## src/rtl/load_store_unit.sv

```systemverilog
// Byte-addressed RISC-V load/store front end for a word-only data memory (no byte enables).
// Optional range check on the upper address bits: define LSU_BOUNDS_CHECK_EN.
module load_store_unit #(
    parameter int MEM_IDX_BITS = 12
) (
    input  logic        clk,
    input  logic        reset,
    input  logic        req_valid,
    output logic        req_ready,
    input  logic        req_we,
    input  logic [2:0]  req_funct3,
    input  logic [31:0] req_addr,
    input  logic [31:0] req_wdata,
    output logic        resp_valid,
    output logic        resp_err,
    output logic [31:0] resp_rdata,
    output logic [31:0] mem_addr,
    output logic [31:0] mem_wdata,
    output logic        mem_we,
    input  logic [31:0] mem_rdata,
    output logic [1:0]  dbg_state
);

    // Handshake: a request is taken at the rising edge where req_valid && req_ready;
    // the response is a one-cycle resp_valid pulse, with resp_err qualifying it.
    typedef enum logic [1:0] {
        S_IDLE   = 2'd0,
        S_ACCESS = 2'd1,
        S_WRITE  = 2'd2
    } state_t;

    state_t      r_state;
    state_t      w_next;
    logic [31:0] r_addr;
    logic [31:0] r_wdata;
    logic [2:0]  r_funct3;
    logic        r_we;
    logic [31:0] r_merged;
    logic        r_resp_valid;
    logic        r_resp_err;
    logic [31:0] r_resp_rdata;

    logic        w_accept;
    logic        w_legal;
    logic        w_misal;
    logic        w_oob;
    logic        w_err;
    logic        w_is_sw;
    logic [4:0]  w_shamt;
    logic [31:0] w_lane;
    logic [31:0] w_load_ext;
    logic [31:0] w_mask;
    logic [31:0] w_ins;
    logic [31:0] w_merged;

    assign w_accept = req_valid && (r_state == S_IDLE);

    always_comb begin
        w_legal = 1'b0;
        case (req_funct3)
            3'b000, 3'b001, 3'b010: w_legal = 1'b1;
            3'b100, 3'b101:         w_legal = !req_we;
            default:                w_legal = 1'b0;
        endcase
        w_misal = ((req_funct3[1:0] == 2'b01) && req_addr[0]) ||
                  ((req_funct3[1:0] == 2'b10) && (req_addr[1:0] != 2'b00));
`ifdef LSU_BOUNDS_CHECK_EN
        w_oob = |req_addr[31:MEM_IDX_BITS+2];
`else
        w_oob = 1'b0;
`endif
        w_err = !w_legal || w_misal || w_oob;
    end

    assign w_is_sw = r_we && (r_funct3 == 3'b010);

    // Lane selection and sub-word merge both key off the latched byte offset.
    always_comb begin
        w_shamt = {r_addr[1:0], 3'b000};
        w_lane  = mem_rdata >> w_shamt;
        case (r_funct3)
            3'b000:  w_load_ext = {{24{w_lane[7]}}, w_lane[7:0]};
            3'b001:  w_load_ext = {{16{w_lane[15]}}, w_lane[15:0]};
            3'b100:  w_load_ext = {24'h000000, w_lane[7:0]};
            3'b101:  w_load_ext = {16'h0000, w_lane[15:0]};
            default: w_load_ext = w_lane;
        endcase
        if (r_funct3[0]) begin
            w_mask = 32'h0000FFFF << w_shamt;
            w_ins  = {16'h0000, r_wdata[15:0]} << w_shamt;
        end else begin
            w_mask = 32'h000000FF << w_shamt;
            w_ins  = {24'h000000, r_wdata[7:0]} << w_shamt;
        end
        w_merged = (mem_rdata & ~w_mask) | (w_ins & w_mask);
    end

    // mem_we comes only from state, so an async reset removes it at once.
    always_comb begin
        w_next    = r_state;
        mem_we    = 1'b0;
        mem_wdata = 32'h0;
        case (r_state)
            S_IDLE: begin
                if (w_accept && !w_err) w_next = S_ACCESS;
            end
            S_ACCESS: begin
                w_next = (r_we && !w_is_sw) ? S_WRITE : S_IDLE;
                if (w_is_sw) begin
                    mem_we    = 1'b1;
                    mem_wdata = r_wdata;
                end
            end
            S_WRITE: begin
                w_next    = S_IDLE;
                mem_we    = 1'b1;
                mem_wdata = r_merged;
            end
            default: w_next = S_IDLE;
        endcase
    end

    always_ff @(posedge clk or posedge reset) begin
        if (reset) begin
            r_state      <= S_IDLE;
            r_addr       <= 32'h0;
            r_wdata      <= 32'h0;
            r_funct3     <= 3'b000;
            r_we         <= 1'b0;
            r_merged     <= 32'h0;
            r_resp_valid <= 1'b0;
            r_resp_err   <= 1'b0;
            r_resp_rdata <= 32'h0;
        end else begin
            r_state      <= w_next;
            r_resp_valid <= 1'b0;
            r_resp_err   <= 1'b0;
            if (w_accept) begin
                r_addr   <= req_addr;
                r_wdata  <= req_wdata;
                r_funct3 <= req_funct3;
                r_we     <= req_we;
                if (w_err) begin
                    r_resp_valid <= 1'b1;
                    r_resp_err   <= 1'b1;
                    r_resp_rdata <= 32'h0;
                end
            end
            case (r_state)
                S_ACCESS: begin
                    if (!r_we) begin
                        r_resp_valid <= 1'b1;
                        r_resp_rdata <= w_load_ext;
                    end else if (w_is_sw) begin
                        r_resp_valid <= 1'b1;
                        r_resp_rdata <= 32'h0;
                    end else begin
                        r_merged <= w_merged;
                    end
                end
                S_WRITE: begin
                    r_resp_valid <= 1'b1;
                    r_resp_rdata <= 32'h0;
                end
                default: ;
            endcase
        end
    end

    // Upper address bits pass through untouched; the memory aliases on them.
    assign mem_addr   = {2'b00, r_addr[31:MEM_IDX_BITS+2], r_addr[MEM_IDX_BITS+1:2]};
    assign req_ready  = (r_state == S_IDLE);
    assign resp_valid = r_resp_valid;
    assign resp_err   = r_resp_err;
    assign resp_rdata = r_resp_rdata;
    assign dbg_state  = r_state;

endmodule
```

## config.mk

```make
export PLATFORM = sky130hd
export DESIGN_NAME = load_store_unit
export DESIGN_NICKNAME = d
export VERILOG_FILES = /design/src/rtl/load_store_unit.sv
export SDC_FILE = /design/constraint.sdc
export NUM_CORES = 1
export LEC_CHECK = 0
export ABC_AREA = 1
export CAP_MARGIN = 25
export CORE_MARGIN = 8
export CORE_UTILIZATION = 44
export DETAILED_ROUTE_END_ITERATION = 12
export GPL_ROUTABILITY_DRIVEN = 0
export PLACE_DENSITY_LB_ADDON = 0.15
export SYNTH_ARGS = -nofsm -noshare
export SYNTH_HDL_FRONTEND = slang
export SYNTH_SLANG_ARGS = --single-unit
```

## constraint.sdc

```tcl
create_clock -name clk -period 3.9 [get_ports clk]
set_input_delay 0.585 -clock clk [delete_from_list [all_inputs] [get_ports clk]]
set_output_delay 0.585 -clock clk [all_outputs]
set_load 0.02 [all_outputs]
```

After elaboration in Yosys (flattened, before gate mapping). Index checks and enable logic that the tools add are counted.

Flip-flop bits (word level): 136.

Eq/ne operators: 13. Shift-type cells: 5. Multiplexer cells: 21. Bitwise operators: 5. Reduce and logical (&&, ||, !) cells: 19.

Operators with widths (count): two-way mux 32 bit (7); one-hot mux 32 bit (2 select lines) (2); one-hot mux 32 bit (4 select lines) (1); AND 32 bit (2); inverter 32 bit (1); OR 32 bit (1); left shift 16 x 5 -> 32 bit (1); left shift 16 x 5 -> 32 bit (first input constant) (1); left shift 8 x 5 -> 32 bit (1); left shift 8 x 5 -> 32 bit (first input constant) (1); right shift 32 x 5 -> 32 bit (1); == test 3 bit (second input constant) (4); == test 3 x 1 -> 1 bit (second input constant) (2); == test 3 x 2 -> 1 bit (second input constant) (2); logical AND 1 bit (6); logical NOT 3 bit (2); one-hot mux 1 bit (2 select lines) (3); two-way mux 1 bit (5); == test 2 x 1 -> 1 bit (second input constant) (2); == test 2 bit (second input constant) (2); logical NOT 1 bit (4); two-way mux 2 bit (2); one-hot mux 2 bit (2 select lines) (1); AND reduction 3 bit (1); 7 further kinds (8).

Longest topological paths before layout. Gate-level depths: netlist of the first run.

Word-level depth: 10. Gate-level depth with buffers: 12. Mapped depth without buffers: 10.

Worst setup path after synthesis of the first run. No wires, ideal clock.

Path kind: register to output. From: register r_state[0], in the netlist dbg_state[0]. To: output mem_wdata[2]. Arrival: 1861 ps. Path slack: 1454 ps. Cell stages (with the launch flop): 8. Cells stage by stage: dfrtp_1 inv_1 ha_1 nand2_1 inv_1 nand3_1 buf_2 o21ai_0.

Word-level cells in the longest chain between the ends: 2. Elaborated cells on any way between the ends: 3. Those cells by class: eq/ne (2); mux (1).

RTL lines: from (decl) (line 32) `state_t r_state;`; from (signal assigned) (line 135) `r_state <= w_next;`; == test 2 bit or == test 2 x 1 -> 1 bit (tied branches) (line 103) `case (r_state)`; one-hot mux 32 bit (2 select lines) (*) (line 103); to (decl) (line 18) `output logic [31:0] mem_wdata,`.

Every way passes the cells marked *; elsewhere a longest branch is shown, timed or not.

Worst setup path after layout of the first run.
From: register r_state[0], in the netlist dbg_state[0]. To: output mem_wdata[26].

The elaborated chain is that of the path after synthesis.

==> flow_metrics.env, run 1 <==
export IMPL_slew_limit_headroom=0.406
export IMPL_start_kind="register"
export IMPL_htreeDepth=4
export IMPL_clk_pin_slew_ns=0.06
export IMPL_rsz0062_at_grt="false"
export IMPL_final_common_cell="nand2_1"
export IMPL_synth_area_top_cells="dfrtp_1, nand2_1, o21ai_0"
export IMPL_post_route_min_period_ns=3.27
export IMPL_wire_per_inst_um=17.0
export IMPL_crit_type="register to output pin"
export IMPL_hp_start="r_addr[18]$_DFFE_PP0P_"
export IMPL_postSynthCellCount=974
export IMPL_synth_cell_types=35
export IMPL_crit_start="dbg_state[0]$_DFFE_PP0P_"
export IMPL_synth_seq_cells=136
export IMPL_viasPerCell=5.16
export IMPL_wl_um=22900
export IMPL_grt_pass1_wl_um=36900
export IMPL_start_util=0.448
export IMPL_hold_viol_final=0
export IMPL_synth_area_um2=7370
export IMPL_grt_max_degree=137
export IMPL_grtUsageTotal=0.219
export IMPL_cts_tree="done"
export IMPL_fin_skew_ns=0.0110
export IMPL_drcViolationCount=0
export IMPL_nFillCells=1539
export IMPL_postCtsHoldBufs=0
export IMPL_ctsResizeCount=0
export IMPL_p_leak_uw=0.00470
export IMPL_die_x_um=145
export IMPL_drv_slew=0
export IMPL_total_power_uw=7620
export IMPL_dieArea_um2=21100
export IMPL_cts_buffers=17
export IMPL_cp_max_fo=18
export IMPL_final_antenna_net_count=0
export IMPL_cp_end_kind="output pin"
export IMPL_yosysWarnings=0
export IMPL_port_buffers=202
export IMPL_yosys_area_top_type_share=0.462
export IMPL_dpl_hpwl_um=16600
export IMPL_maxCapViolations=0
export IMPL_drtIter0Drc=600
export IMPL_core_area_um2=16500
export IMPL_finalSetupViolations=0
export IMPL_yosysSeqAreaShare=0.462
export IMPL_synth_avg_cell_area_um2=7.57
export IMPL_status="finished clean"
export IMPL_drive_above_1_share=0.0728
export IMPL_cts_buffer_depth=2
export IMPL_cp_required_ns=3.31
export IMPL_layout_nets=1221
export IMPL_clock_sinks=136
export IMPL_row_count=47
export IMPL_antenna_found_initial=1
export IMPL_fmax_ghz=0.306
export IMPL_finalCritPeriodShare=0.837
export IMPL_first_global_vias=6686
export IMPL_worst_slew_pin_slew_ns=0.891
export IMPL_synthToLayoutAreaGrowth_pct=33.0
export IMPL_hold_class="register to register"
export IMPL_root_buffer="clkbuf_16"
export IMPL_powerDensity_nw_per_um2=778
export IMPL_design_portCount=205
export IMPL_dp_cells=1316
export IMPL_drt_pass1_iterations=5
export IMPL_fin_tns_setup_ns=0
export IMPL_final_cell_mix="nand2_1, clkdlybuf4s50_1, dfrtp_1"
export IMPL_insertion_delay_ns=0.43
export IMPL_die_height_um=145
export IMPL_postCtsSetupBuffers=0
export IMPL_rr_startpoint="r_funct3[1]$_DFFE_PP0P_"
export IMPL_grt_overflow=0
export IMPL_arrival_ns=2.68
export IMPL_instances_no_fill=1348
export IMPL_vias=6949
export IMPL_synth_top_area_cell="dfrtp_1"
export IMPL_vdd_ir_drop_worst_uv=379
==> power breakdown <==
part	switching (µW)	internal, µW
Clock	641	1030
Sequential	375	2040
Combinational	2260	1290
==> cell type report <==
cell class | instances | area, µm² | share of cell area
Sequential cell | 136 | 3400 | 0.347
Multi-Input combinational cell | 662 | 3070 | 0.313
Timing Repair Buffer | 212 | 2110 | 0.215
Clock buffer | 18 | 439 | 0.0448
Inverter | 86 | 329 | 0.0336
Tap cell | 220 | 275 | 0.0281
Clock inverter | 13 | 171 | 0.0175
Antenna cell | 1 | 2.50 | 0.000255
==> registers in the layout, summed over array words and instances, names as in the netlist <==
signal	count
resp_err	1
resp_rdata	32
dbg_state	2
resp_valid	1
r_wdata	32
r_funct3	3
r_merged	32
r_addr	32
r_we	1
==> final timing paths <==
| kind | end | slack, ns | cells past startpoint |
|---|---|---|---|
| worst min-delay path | r_addr[18]$_DFFE_PP0P_ | 0.48 | 2 |
| worst max register to register | r_merged[19]$_DFFE_PP0P_ | 1.72 | 7 |
| worst max-delay path | mem_wdata[26] | 0.63 | 6 |
| min in group asynchronous | r_merged[5]$_DFFE_PP0P_ | 0.72 | 3 |
| max in group asynchronous | r_merged[31]$_DFFE_PP0P_ | 2.63 | 3 |
| worst min register to register | r_addr[18]$_DFFE_PP0P_ | 0.48 | 2 |
==> synth_stat cells <==
cell type        count
buf_4               39
nand3_4              3
clkbuf_2             1
inv_1               77
nand3_1             69
nand2_4              1
ha_1                 3
inv_4                1
nand2_1            332
o22ai_1             33
or2_2                7
nand3_2              3
buf_2               17
o21ai_2              2
dfrtp_1            136
nor2_2               1
inv_2                7
nand4_1              1
o211ai_1             7
buf_12               1
o21ai_1             19
a21oi_1             26
o21ai_0            125
nor2_4               1
clkinv_1             1
nor2_1              13
nand2_2             11
clkbuf_1            24
a21oi_2              2
buf_6                3
buf_1                3
clkdlybuf4s15_1      1
clkbuf_8             2
conb_1               1
nor3_2               1
==> worst max-delay path, stage by stage (launching register included) <==
cell and delay [ns]:
dfrtp_1 0.37, inv_1 0.08, ha_1 0.35, nand2_1 0.30, buf_4 0.32, o22ai_1 0.20, clkdlybuf4s50_1 0.64
==> cell families after synthesis <==
logic type,share of synthesized area
other cells,0.000509
buf+inv,0.122
compound gates,0.155
simple gates,0.255
flops,0.462
fa+ha+maj,0.00509
==> per-layer routing <==
layer	part of all wire	global-route usage	vias to the layer above
li1	-	-	3397
met3	0.079	0.0572	37
met5	0	0	-
met2	0.45	0.331	291
met1	0.45	0.294	3224
met4	0.024	0.0859	0
==> metrics by stage <==
| step | setup WS [ns] | hold WS (ns) | util | cell area, µm² |
|---|---|---|---|---|
| after floorplan | 1.45 | 0.450 | - | 7380 |
| after global placement | 1.15 | 0.462 | 0.558 | 9190 |
| after detailed placement | 1.07 | 0.464 | 0.558 | 9190 |
| after CTS | 0.592 | 0.480 | 0.595 | 9800 |
| after global routing | 0.431 | 0.495 | 0.595 | 9800 |
| final | 0.635 | 0.476 | 0.595 | 9800 |
(Power assumes the default switching activity.)
==> run 2, diff against run 1 <==
==> constraint.sdc (replaced) <==
create_clock -name clk -period 2.82 [get_ports clk]
set_input_delay 0.423 -clock clk [delete_from_list [all_inputs] [get_ports clk]]
set_output_delay 0.423 -clock clk [all_outputs]
set_load 0.02 [all_outputs]
==> run 2 against run 1 <==
Sequential share of layout area hardly changed. Non-clock buffer count is 8 higher. Critical path depth is 2 higher. Register-to-register slack worse by 1.0 ns. Combinational power is 41% higher. Sequential cell count unchanged. Highest routed layer unchanged.
==> flow_metrics.env, run 2 (synthesis gave the netlist of run 1 again) <==
export IMPL_drtIter0Drc=598
export IMPL_grtUsageTotal=0.222
export IMPL_hold_slack_ns=0.453
export IMPL_final_antenna_net_count=0
export IMPL_cp_max_fo=16
export IMPL_n_antenna_cell=0
export IMPL_drive_above_1_share=0.0926
export IMPL_powerDensity_nw_per_um2=1080
export IMPL_rr_startpoint="dbg_state[0]$_DFFE_PP0P_"
export IMPL_row_count=47
export IMPL_port_buffers=202
export IMPL_ff2ff_setup_slack_ns=0.71
export IMPL_final_common_cell="nand2_1"
export IMPL_cp_end_kind="output pin"
export IMPL_worstPathCellList="inv_1, ha_1, nand2_1, inv_1, nand3_1, buf_4, o21ai_0, clkdlybuf4s15_1"
export IMPL_drv_slew=0
export IMPL_dpl_hpwl_um=17300
export IMPL_hold_class="primary input to asynchronous set/reset pin"
export IMPL_worstReg2RegEnd="resp_valid$_DFF_PP0_"
export IMPL_fin_area_um2=9790
export IMPL_cp_num_buf_inv=4
export IMPL_grt_pass1_wl_um=37300
export IMPL_die_height_um=145
export IMPL_final_cell_mix="nand2_1, clkdlybuf4s50_1, dfrtp_1"
export IMPL_instances_no_fill=1354
export IMPL_cp_common_cell="inv_1"
export IMPL_slew_limit_headroom=0.540
export IMPL_cp_top_family="buffers and inverters"
export IMPL_fin_skew_ns=0.0146
export IMPL_p_leak_uw=0.00482
export IMPL_drt_pass1_iterations=5
export IMPL_finalSetupViolations=0
export IMPL_wl_um=23200
export IMPL_vdd_ir_drop_worst_uv=520
export IMPL_arrival_ns=2.25
export IMPL_design_portCount=205
export IMPL_start_kind="register"
export IMPL_root_buffer="clkbuf_16"
export IMPL_cts_buffers=17
export IMPL_grt_max_degree=52
export IMPL_hold_viol_final=0
export IMPL_drcViolationCount=0
export IMPL_maxCapViolations=0
export IMPL_cp_required_ns=2.40
export IMPL_cts_tree="done"
export IMPL_antenna_found_initial=0
export IMPL_postCtsSetupBuffers=0
export IMPL_postCtsHoldBufs=0
export IMPL_fmax_ghz=0.375
export IMPL_clk_pin_slew_ns=0.06
export IMPL_dpl_cell_area_um2=9290
export IMPL_nFillCells=1555
export IMPL_clock_sinks=136
export IMPL_start_util=0.448
export IMPL_worst_slew_pin_slew_ns=0.688
export IMPL_dieArea_um2=21100
export IMPL_core_area_um2=16500
export IMPL_synthToLayoutAreaGrowth_pct=32.9
export IMPL_first_global_vias=6764
export IMPL_rsz0062_at_grt="false"
export IMPL_die_x_um=145
export IMPL_critPathSlowestCell="ha_1"
export IMPL_ff2ff_path_depth=9
export IMPL_layout_nets=1229
export IMPL_crit_type="register to output pin"
export IMPL_wire_per_inst_um=17.1
export IMPL_critPathMaxStageDelay_ns=0.37
export IMPL_insertion_delay_ns=0.43
export IMPL_finalCritPeriodShare=0.946
export IMPL_grt_overflow=0
export IMPL_fin_tns_setup_ns=0
export IMPL_vias=6931
export IMPL_viasPerCell=5.12
export IMPL_dp_cells=1324
export IMPL_status="finished clean"
export IMPL_htreeDepth=4
export IMPL_cts_buffer_depth=2
export IMPL_post_route_min_period_ns=2.67
export IMPL_final_core_util=0.595
run 2: what timing repair did:
item / in CTS / in global routing
resized for setup: 33 / 45
cloned: 0 / 0
endpoints found under the setup margin: 33 / 23
hold endpoints to repair: 0 / 0
pin swaps: 0 / 0
run 2: how the worst max path moves through the flow:
stage                                   startpoint             to  slack, ns  depth (start not counted)
after floorplan           dbg_state[0]$_DFFE_PP0P_   mem_wdata[2]       0.54                          7
after global placement    dbg_state[0]$_DFFE_PP0P_   mem_wdata[6]       0.37                          8
after detailed placement  dbg_state[1]$_DFFE_PP0P_   mem_wdata[1]       0.29                          8
after CTS                 dbg_state[1]$_DFFE_PP0P_  mem_wdata[22]       0.11                          8
after global routing      dbg_state[1]$_DFFE_PP0P_   mem_wdata[6]  0.0000007                          8
final                     dbg_state[0]$_DFFE_PP0P_   mem_wdata[6]       0.15                          8
run 2: final cells by class:
type	count	area, µm²	share of cell area
inverter	86	329	0.0336
timing repair buffer	220	2110	0.216
multi-input combinational	662	3070	0.314
clock inverter	11	149	0.0152
tap	220	275	0.0281
sequential	136	3400	0.348
clock buffer	19	453	0.0463
run 2: through the flow:
stage,setup slack [ns],total power [µW]
after floorplan,0.536,6860
after global placement,0.372,8270
after detailed placement,0.290,8300
after CTS,0.109,10600
after global routing,0.000000666,11400
final,0.152,10600
run 2: layer usage:
layer,part of all wire,track usage,up-vias
met5,0,0,-
li1,-,-,3414
met4,0.022,0.0739,0
met1,0.44,0.288,3220
met2,0.46,0.347,261
met3,0.077,0.0653,36
run 2: power by group:
part | switching, µW | internal [µW]
logic | 3190 | 1800
clock network | 883 | 1430
registers | 467 | 2820
total | 4540 | 6050
